===== config.mk =====
export PLATFORM = sky130hd
export DESIGN_NAME = ps2_host_tx_flat
export DESIGN_NICKNAME = d
export VERILOG_FILES = /design/src/rtl/ps2_pkg.sv /design/src/rtl/ps2_host_tx_if.sv /design/src/rtl/ps2_line_sync.sv /design/src/rtl/ps2_host_tx.sv /design/src/flat_wrapper.sv
export SDC_FILE = /design/constraint.sdc
export NUM_CORES = 1
export LEC_CHECK = 0
export CAP_MARGIN = 10
export CORE_MARGIN = 3
export CORE_UTILIZATION = 55
export DETAILED_ROUTE_END_ITERATION = 10
export PLACE_DENSITY_LB_ADDON = 0.3
export SLEW_MARGIN = 30
export SYNTH_ARGS = -nofsm -noshare
export SYNTH_HDL_FRONTEND = slang
export SYNTH_SLANG_ARGS = --single-unit

===== constraint.sdc =====
create_clock -name clk -period 3.4 [get_ports clk]
set_input_delay 0.34 -clock clk [delete_from_list [all_inputs] [get_ports clk]]
set_output_delay 0.34 -clock clk [all_outputs]
set_load 0.005 [all_outputs]

===== src/rtl/ps2_pkg.sv =====
// ---------------------------------------------------------------------------
// ps2_pkg
// Shared definitions for the PS/2 host transmitter and its neighbours
// (KeyboardDecoder, receiver): transmitter state encoding, common keyboard
// command bytes, LED bit positions and the 11-bit frame builder.
// ---------------------------------------------------------------------------
package ps2_pkg;

    typedef enum logic [2:0] {
        ST_IDLE,
        ST_INHIBIT,
        ST_RELEASE,
        ST_DATA,
        ST_ACK,
        ST_WAIT_IDLE,
        ST_DONE,
        ST_ERR
    } ps2_tx_state_e;

    localparam logic [7:0] CMD_SET_LED = 8'hED;
    localparam logic [7:0] CMD_RESET   = 8'hFF;
    localparam logic [7:0] CMD_ECHO    = 8'hEE;
    localparam logic [7:0] ACK_BYTE    = 8'hFA;

    // Bit positions inside the byte that follows CMD_SET_LED
    localparam int LED_SCROLL = 0;
    localparam int LED_NUM    = 1;
    localparam int LED_CAPS   = 2;

    localparam int FRAME_W = 11;

    // Frame as it leaves the host, LSB first: start(0), data, odd parity, stop(1)
    function automatic logic [FRAME_W-1:0] make_frame(input logic [7:0] data);
        return {1'b1, ~^data, data, 1'b0};
    endfunction

endpackage


===== src/rtl/ps2_host_tx_if.sv =====
// ---------------------------------------------------------------------------
// ps2_host_tx_if
// Byte-request handshake between a command source and ps2_host_tx.
//   tx_data  : byte to send (LSB first on the wire)
//   tx_valid : request, accepted when tx_valid & tx_ready
//   tx_ready : transmitter idle and able to accept
//   tx_busy  : transfer in progress (gates the PS/2 receiver)
//   tx_done  : one-cycle pulse, byte acknowledged and bus idle again
//   tx_err   : one-cycle pulse, timeout or NACK
// master = command source, slave = transmitter.
// ---------------------------------------------------------------------------
interface ps2_host_tx_if;

    logic [7:0] tx_data;
    logic       tx_valid;
    logic       tx_ready;
    logic       tx_busy;
    logic       tx_done;
    logic       tx_err;

    modport master (
        output tx_data, tx_valid,
        input  tx_ready, tx_busy, tx_done, tx_err
    );

    modport slave (
        input  tx_data, tx_valid,
        output tx_ready, tx_busy, tx_done, tx_err
    );

endinterface


===== src/rtl/ps2_line_sync.sv =====
// ---------------------------------------------------------------------------
// ps2_line_sync
// Brings one asynchronous PS/2 line into the clk domain and flags its
// falling edges. Used once per line; the receiver can reuse it as is.
//   clk, rst : system clock, synchronous active-high reset
//   line_i   : raw PS/2 line
//   line_o   : synchronised level
//   fall_o   : one-cycle pulse when line_o goes 1 -> 0
// ---------------------------------------------------------------------------
module ps2_line_sync #(
    parameter int SYNC_STAGES = 2
) (
    input  logic clk,
    input  logic rst,
    input  logic line_i,
    output logic line_o,
    output logic fall_o
);

    logic [SYNC_STAGES-1:0] sync_q;
    logic                   prev_q;

    // Lines idle high, so the chain resets to 1 to avoid a false edge
    // straight out of reset.
    always_ff @(posedge clk) begin
        if (rst) begin
            sync_q <= '1;
            prev_q <= 1'b1;
        end else begin
            sync_q[0] <= line_i;
            for (int i = 1; i < SYNC_STAGES; i++) begin
                sync_q[i] <= sync_q[i-1];
            end
            prev_q <= sync_q[SYNC_STAGES-1];
        end
    end

    assign line_o = sync_q[SYNC_STAGES-1];
    assign fall_o = prev_q & ~line_o;

endmodule


===== src/rtl/ps2_host_tx.sv =====
// ---------------------------------------------------------------------------
// ps2_host_tx
// Host-to-device PS/2 transmitter: sends one command byte to the keyboard
// over the shared open-collector PS2_CLK / PS2_DATA lines. The pad drives
// a line low while its _oe output is 1 and leaves it Z otherwise.
//
// Ports
//   clk, rst     : system clock, synchronous active-high reset
//   bus (slave)  : tx_data/tx_valid/tx_ready/tx_busy/tx_done/tx_err
//   ps2_clk_i    : PS2_CLK as seen on the pad
//   ps2_data_i   : PS2_DATA as seen on the pad
//   ps2_clk_oe   : 1 = pull PS2_CLK low
//   ps2_data_oe  : 1 = pull PS2_DATA low
//
// Build option
//   PS2_TX_RETRY_EN : when defined, a NACK or transfer timeout triggers one
//                     automatic resend of the latched byte; tx_err only
//                     pulses if that second attempt also fails. A start
//                     timeout (device never clocks) is never retried.
// ---------------------------------------------------------------------------
module ps2_host_tx
    import ps2_pkg::*;
#(
    parameter int unsigned INHIBIT_CYC  = 10000,
    parameter int unsigned START_TO_CYC = 1500000,
    parameter int unsigned XFER_TO_CYC  = 200000,
    parameter int          SYNC_STAGES  = 2
) (
    input  logic               clk,
    input  logic               rst,
    ps2_host_tx_if.slave       bus,
    input  logic               ps2_clk_i,
    input  logic               ps2_data_i,
    output logic               ps2_clk_oe,
    output logic               ps2_data_oe
);

    // One timer serves inhibit, start and transfer timing, so it is sized
    // for the largest of the three limits.
    localparam int unsigned LIM_A     = (START_TO_CYC > XFER_TO_CYC) ? START_TO_CYC : XFER_TO_CYC;
    localparam int unsigned TIMER_MAX = (LIM_A > INHIBIT_CYC) ? LIM_A : INHIBIT_CYC;
    localparam int          TIMER_W   = $clog2(TIMER_MAX + 1);

    localparam logic [TIMER_W-1:0] INHIBIT_LAST = TIMER_W'(INHIBIT_CYC - 1);
    localparam logic [TIMER_W-1:0] START_LIMIT  = TIMER_W'(START_TO_CYC);
    localparam logic [TIMER_W-1:0] XFER_LIMIT   = TIMER_W'(XFER_TO_CYC);

    // Falling edges seen in DATA: D1..D7, parity, stop. The edge with
    // bit_cnt at this value presents the stop bit.
    localparam logic [3:0] STOP_EDGE = 4'd8;

    ps2_tx_state_e        state_q, state_n;
    logic [TIMER_W-1:0]   timer_q, timer_n, timer_inc;
    logic [FRAME_W-1:0]   frame_q, frame_n;
    logic [3:0]           bit_cnt_q, bit_cnt_n;
    logic                 xfer_fail;
    logic                 clk_oe_c, data_oe_c, done_c, err_c;

`ifdef PS2_TX_RETRY_EN
    logic [7:0]           byte_q, byte_n;
    logic                 retry_q, retry_n;
`endif

    logic                 clk_s, clk_fall;
    logic                 data_s, data_fall_unused;

    ps2_line_sync #(.SYNC_STAGES(SYNC_STAGES)) u_clk_sync (
        .clk    (clk),
        .rst    (rst),
        .line_i (ps2_clk_i),
        .line_o (clk_s),
        .fall_o (clk_fall)
    );

    ps2_line_sync #(.SYNC_STAGES(SYNC_STAGES)) u_data_sync (
        .clk    (clk),
        .rst    (rst),
        .line_i (ps2_data_i),
        .line_o (data_s),
        .fall_o (data_fall_unused)
    );

    assign timer_inc = (timer_q == '1) ? timer_q : timer_q + 1'b1;

    // Next-state and output decode. data_oe only ever changes on the cycle
    // after a detected falling edge (device clock low), apart from the start
    // bit which is asserted while the host itself holds the clock low.
    always_comb begin
        state_n   = state_q;
        timer_n   = timer_inc;
        frame_n   = frame_q;
        bit_cnt_n = bit_cnt_q;
        xfer_fail = 1'b0;
        clk_oe_c  = 1'b0;
        data_oe_c = 1'b0;
        done_c    = 1'b0;
        err_c     = 1'b0;
`ifdef PS2_TX_RETRY_EN
        byte_n    = byte_q;
        retry_n   = retry_q;
`endif

        case (state_q)
            ST_IDLE: begin
                timer_n = '0;
                if (bus.tx_valid) begin
                    frame_n = make_frame(bus.tx_data);
                    state_n = ST_INHIBIT;
`ifdef PS2_TX_RETRY_EN
                    byte_n  = bus.tx_data;
                    retry_n = 1'b0;
`endif
                end
            end

            ST_INHIBIT: begin
                clk_oe_c = 1'b1;
                if (timer_q == INHIBIT_LAST) begin
                    data_oe_c = 1'b1;
                    state_n   = ST_RELEASE;
                    timer_n   = '0;
                    bit_cnt_n = '0;
                end
            end

            // Start bit stays on the line until the device's first edge,
            // which also starts the transfer timeout.
            ST_RELEASE: begin
                data_oe_c = 1'b1;
                if (clk_fall) begin
                    frame_n = {1'b1, frame_q[FRAME_W-1:1]};
                    state_n = ST_DATA;
                    timer_n = '0;
                end else if (timer_q == START_LIMIT) begin
                    state_n = ST_ERR;
                    timer_n = '0;
                end
            end

            ST_DATA: begin
                data_oe_c = ~frame_q[0];
                if (timer_q == XFER_LIMIT) begin
                    xfer_fail = 1'b1;
                end else if (clk_fall) begin
                    frame_n   = {1'b1, frame_q[FRAME_W-1:1]};
                    bit_cnt_n = bit_cnt_q + 4'd1;
                    if (bit_cnt_q == STOP_EDGE) begin
                        state_n = ST_ACK;
                    end
                end
            end

            // Device pulls data low on the next edge to acknowledge.
            ST_ACK: begin
                if (timer_q == XFER_LIMIT) begin
                    xfer_fail = 1'b1;
                end else if (clk_fall) begin
                    if (data_s) begin
                        xfer_fail = 1'b1;
                    end else begin
                        state_n = ST_WAIT_IDLE;
                    end
                end
            end

            ST_WAIT_IDLE: begin
                if (timer_q == XFER_LIMIT) begin
                    xfer_fail = 1'b1;
                end else if (clk_s && data_s) begin
                    state_n = ST_DONE;
                    timer_n = '0;
                end
            end

            ST_DONE: begin
                done_c  = 1'b1;
                state_n = ST_IDLE;
                timer_n = '0;
            end

            ST_ERR: begin
                err_c   = 1'b1;
                state_n = ST_IDLE;
                timer_n = '0;
            end

            default: begin
                state_n = ST_IDLE;
                timer_n = '0;
            end
        endcase

        // A failed transfer either gets its single resend or ends in ERR.
        if (xfer_fail) begin
            timer_n = '0;
`ifdef PS2_TX_RETRY_EN
            if (!retry_q) begin
                state_n = ST_INHIBIT;
                retry_n = 1'b1;
                frame_n = make_frame(byte_q);
            end else begin
                state_n = ST_ERR;
            end
`else
            state_n = ST_ERR;
`endif
        end
    end

    // State register; reset anywhere in a frame releases both lines on the
    // following cycle because all drives decode from IDLE.
    always_ff @(posedge clk) begin
        if (rst) begin
            state_q   <= ST_IDLE;
            timer_q   <= '0;
            frame_q   <= '0;
            bit_cnt_q <= '0;
        end else begin
            state_q   <= state_n;
            timer_q   <= timer_n;
            frame_q   <= frame_n;
            bit_cnt_q <= bit_cnt_n;
        end
    end

`ifdef PS2_TX_RETRY_EN
    // Byte and retry flag kept for the one automatic resend.
    always_ff @(posedge clk) begin
        if (rst) begin
            byte_q  <= '0;
            retry_q <= 1'b0;
        end else begin
            byte_q  <= byte_n;
            retry_q <= retry_n;
        end
    end
`endif

    assign bus.tx_ready = (state_q == ST_IDLE);
    assign bus.tx_busy  = (state_q != ST_IDLE);
    assign bus.tx_done  = done_c;
    assign bus.tx_err   = err_c;
    assign ps2_clk_oe   = clk_oe_c;
    assign ps2_data_oe  = data_oe_c;

endmodule

===== src/flat_wrapper.sv =====
// flat-port wrapper written by rule: the top's interface ports become plain ports
module ps2_host_tx_flat import ps2_pkg::*;
#(
    parameter int unsigned INHIBIT_CYC  = 10000,
    parameter int unsigned START_TO_CYC = 1500000,
    parameter int unsigned XFER_TO_CYC  = 200000,
    parameter int          SYNC_STAGES  = 2
)
  (clk, rst, ps2_clk_i, ps2_data_i, ps2_clk_oe, ps2_data_oe, bus_tx_data, bus_tx_valid, bus_tx_ready, bus_tx_busy, bus_tx_done, bus_tx_err);
  ps2_host_tx_if bus_i ();
  input  logic clk;
  input  logic rst;
  input  logic ps2_clk_i;
  input  logic ps2_data_i;
  output logic ps2_clk_oe;
  output logic ps2_data_oe;
  input wire logic [$bits(bus_i.tx_data)-1:0] bus_tx_data;
  input wire logic [$bits(bus_i.tx_valid)-1:0] bus_tx_valid;
  output wire logic [$bits(bus_i.tx_ready)-1:0] bus_tx_ready;
  output wire logic [$bits(bus_i.tx_busy)-1:0] bus_tx_busy;
  output wire logic [$bits(bus_i.tx_done)-1:0] bus_tx_done;
  output wire logic [$bits(bus_i.tx_err)-1:0] bus_tx_err;
  assign bus_i.tx_data = bus_tx_data;
  assign bus_i.tx_valid = bus_tx_valid;
  assign bus_tx_ready = bus_i.tx_ready;
  assign bus_tx_busy = bus_i.tx_busy;
  assign bus_tx_done = bus_i.tx_done;
  assign bus_tx_err = bus_i.tx_err;
  ps2_host_tx #(.INHIBIT_CYC(INHIBIT_CYC), .START_TO_CYC(START_TO_CYC), .XFER_TO_CYC(XFER_TO_CYC), .SYNC_STAGES(SYNC_STAGES)) u_core (.clk(clk), .rst(rst), .bus(bus_i), .ps2_clk_i(ps2_clk_i), .ps2_data_i(ps2_data_i), .ps2_clk_oe(ps2_clk_oe), .ps2_data_oe(ps2_data_oe));
endmodule

==> reports/metrics.yaml <==
status: "completed"
post-cts-setup-buffers: 0
drive_above_1_share_pct: 8.553
ys_ff_latch: 44
rsz0062_at_grt: "false"
gp_congestion: 0.8614
worstMarginPinSlew_ps: 661.8
max-slew-margin-rel_pct: 55.72
vias: 2010
tns_ps: 0
die_y_um: 70.63
r2r_cells: 9
vias_per_cell: 5.710
htreeDepth: 2
grt_pass1_vias: 1889
cts_buffers: 5
wire_per_inst_um: 13.66
ys_seq_area_share_pct: 38.34
worstPathArrival_ps: 2560
yosysTopAreaCell: "dfxtp_1"
first_pass_iters: 4
grtUsageTotal_pct: 20.92
antenna_cells: 0
overflow: 0
start_util_pct: 59.61
drtAntennaViolNets: 0
cts-resized-gates: 0
fillers: 345
critPathSlowestCell: "clkdlybuf4s50_1"
yosys_warnings: 0
cts_tree: "yes"
skew_ps: 6.154
hold_depth: 1
clock-sinks: 44
coreArea_um2: 3854
netlist_area_um2: 2297
slowest_delay_ps: 490
leakagePower_nw: 0.9027
die_area_um2: 4988
holdBufCountCts: 0
grt_pass1_wl_um: 8673
area_growth_pct: 13.29
drtIter0Drc: 169
final_max_slew_viol_count: 0
worstPathMaxFanout: 8
synth_cell_types: 45
hold_viol_final: 0
finalNetCount: 320
drv_cap: 0
rows: 22
finalSetupViolations: 0
drt_wl_total_um: 4809
antenna_found_initial: 0
syn_inst: 287
synth_top_area_share_pct: 38.34
hold_class: "reg -> reg"
grt_max_degree: 26
cts_root_buffer: "clkbuf_8"
clk_latency_ps: 290
crit_type: "reg -> out"
io_buffers: 18
cp_cell_sequence: "ha_1, nand3_1, nor4b_1, and4_1, or2_2, clkdlybuf4s50_1"
syn_avg_cell_area_um2: 8.004
power.density_nw_per_um2: 608.9
period_minus_slack_ps: 2903
total_power_mw: 1.585
die_width_um: 70.63
max_freq_mhz: 344.5
period_share_pct: 85.37
critical_path.endpoint_type: "output pin"
worstPathRequired_ps: 3060
io_pins: 19
drc: 0
synth.area.top_cells: "dfxtp_1, nor2_1, nand2_1, xnor2_1, xor2_1"
cts.path.max_buffers: 2
ir_drop_mv: 0.3587
path_clk_slew_ps: 80
dp_hpwl_um: 3499
cp-start-kind: "register"
syn_nets: 304
-- synth_stat cells (all sizes together) --
library cell,number
o211ai,1
or4bb,1
o221a,1
nor4,2
o31a,1
a311oi,10
a21oi,9
mux2i,2
dfxtp,44
nand2b,3
a221o,1
nor2b,3
a41oi,1
o2111ai,1
xor2,11
xnor2,14
and3b,1
or4,2
clkbuf,11
a21o,2
a31oi,3
nand4,6
and2,1
nand3,11
a211oi,1
buf,2
o21ai,7
a22oi,2
nand2,33
nand4b,3
nor3,13
or3,6
and4,1
and3,2
inv,10
nor4b,2
nor2,48
a211o,1
or2,9
ha,4
or3b,1
-- routing by layer --
layer	global-route usage, %	up-vias	share of wire (%)
met5	0	-	0
met4	5.846	0	0.79
met3	4.403	5	3.7
met2	33.16	42	46
met1	28.95	927	49
li1	-	1036	-
-- sequential cells by signal (all words and copies together) (netlist names) --
register,flops
u_core.bit_cnt_q,4
u_core.u_clk_sync.prev_q,1
u_core.u_clk_sync.sync_q,2
u_core.u_data_sync.sync_q,2
u_core.frame_q,11
u_core.state_q,3
u_core.timer_q,21
-- cells by family (layout without fill, tap and decap cells) --
kind of cell	after synthesis	count (layout)	synth area share [%]
mux	2	2	0.8715
flops	44	44	38.34
compound gates	41	41	12.53
simple gates	148	148	32.41
fa+ha+maj	4	4	2.179
buf+inv	23	40	4.139
xor+xnor	25	25	9.532
-- worst paths after layout --
path                                                             start                                      to  slack [ps]
worst min-delay path            u_core.u_clk_sync.sync_q[0]$_SDFF_PP1_  u_core.u_clk_sync.sync_q[1]$_SDFF_PP1_         420
worst max register to register            u_core.timer_q[0]$_SDFF_PP0_            u_core.timer_q[8]$_SDFF_PP0_         610
worst max-delay path                      u_core.timer_q[1]$_SDFF_PP0_                             ps2_data_oe         500
worst min register to register  u_core.u_clk_sync.sync_q[0]$_SDFF_PP1_  u_core.u_clk_sync.sync_q[1]$_SDFF_PP1_         420
-- power breakdown --
| part | leakage, nW | switching, mW | internal (mW) | total, mW |
|---|---|---|---|---|
| Clock | 0.0510 | 0.175 | 0.162 | 0.338 |
| Combinational | 0.493 | 0.319 | 0.266 | 0.585 |
| Sequential | 0.358 | 0.0708 | 0.591 | 0.662 |
-- cells in the final DEF (no fill, tap or decap), types with 2 or more instances in the layout --
master	instances
nor2_1	48
dfxtp_1	44
nand2_1	33
clkdlybuf4s50_1	18
xnor2_1	14
nor3_1	12
nand3_1	11
xor2_1	11
inv_1	10
a311oi_1	10
a21oi_1	9
or2_2	9
o21ai_0	7
or3_1	6
nand4_1	6
clkbuf_8	6
ha_1	4
buf_4	4
nand2b_1	3
nor2b_1	3
a31oi_1	3
nand4b_1	3
nor4b_1	2
a22oi_1	2
and3_1	2
a21o_1	2
mux2i_1	2
clkinv_2	2
-- per-stage QoR --
step	utilization [%]	instances	hold WS (ps)	instance area [um2]	setup WS, ps
2_1_floorplan	-	287	389.5	2297	967.7
6_report	67.53	352	419.9	2603	497.4
5_1_grt	67.53	352	437.1	2603	309.1
4_1_cts	67.53	352	420.4	2603	493.5
3_3_place_gp	65.13	344	394.5	2510	696.8
3_5_place_dp	65.13	344	400.9	2510	623.1
-- worst max-delay path: cells and delay by family, from the launching register on --
family        cells  cell delay, ps
simple gates      4            1170
fa+ha+maj         1             220
flops             1             390
buf+inv           1             490
-- final cells by class --
cell class,instances,area (um2),area share [%]
Clock inverter,2,10.01,0.3846
Clock buffer,6,82.58,3.173
Sequential cell,44,880.8,33.85
Tap cell,48,60.06,2.308
Multi-Input combinational cell,220,1321,50.77
Inverter,10,37.54,1.442
Timing Repair Buffer,22,210.2,8.077
No activity file was read; power rests on OpenSTA's default activity.
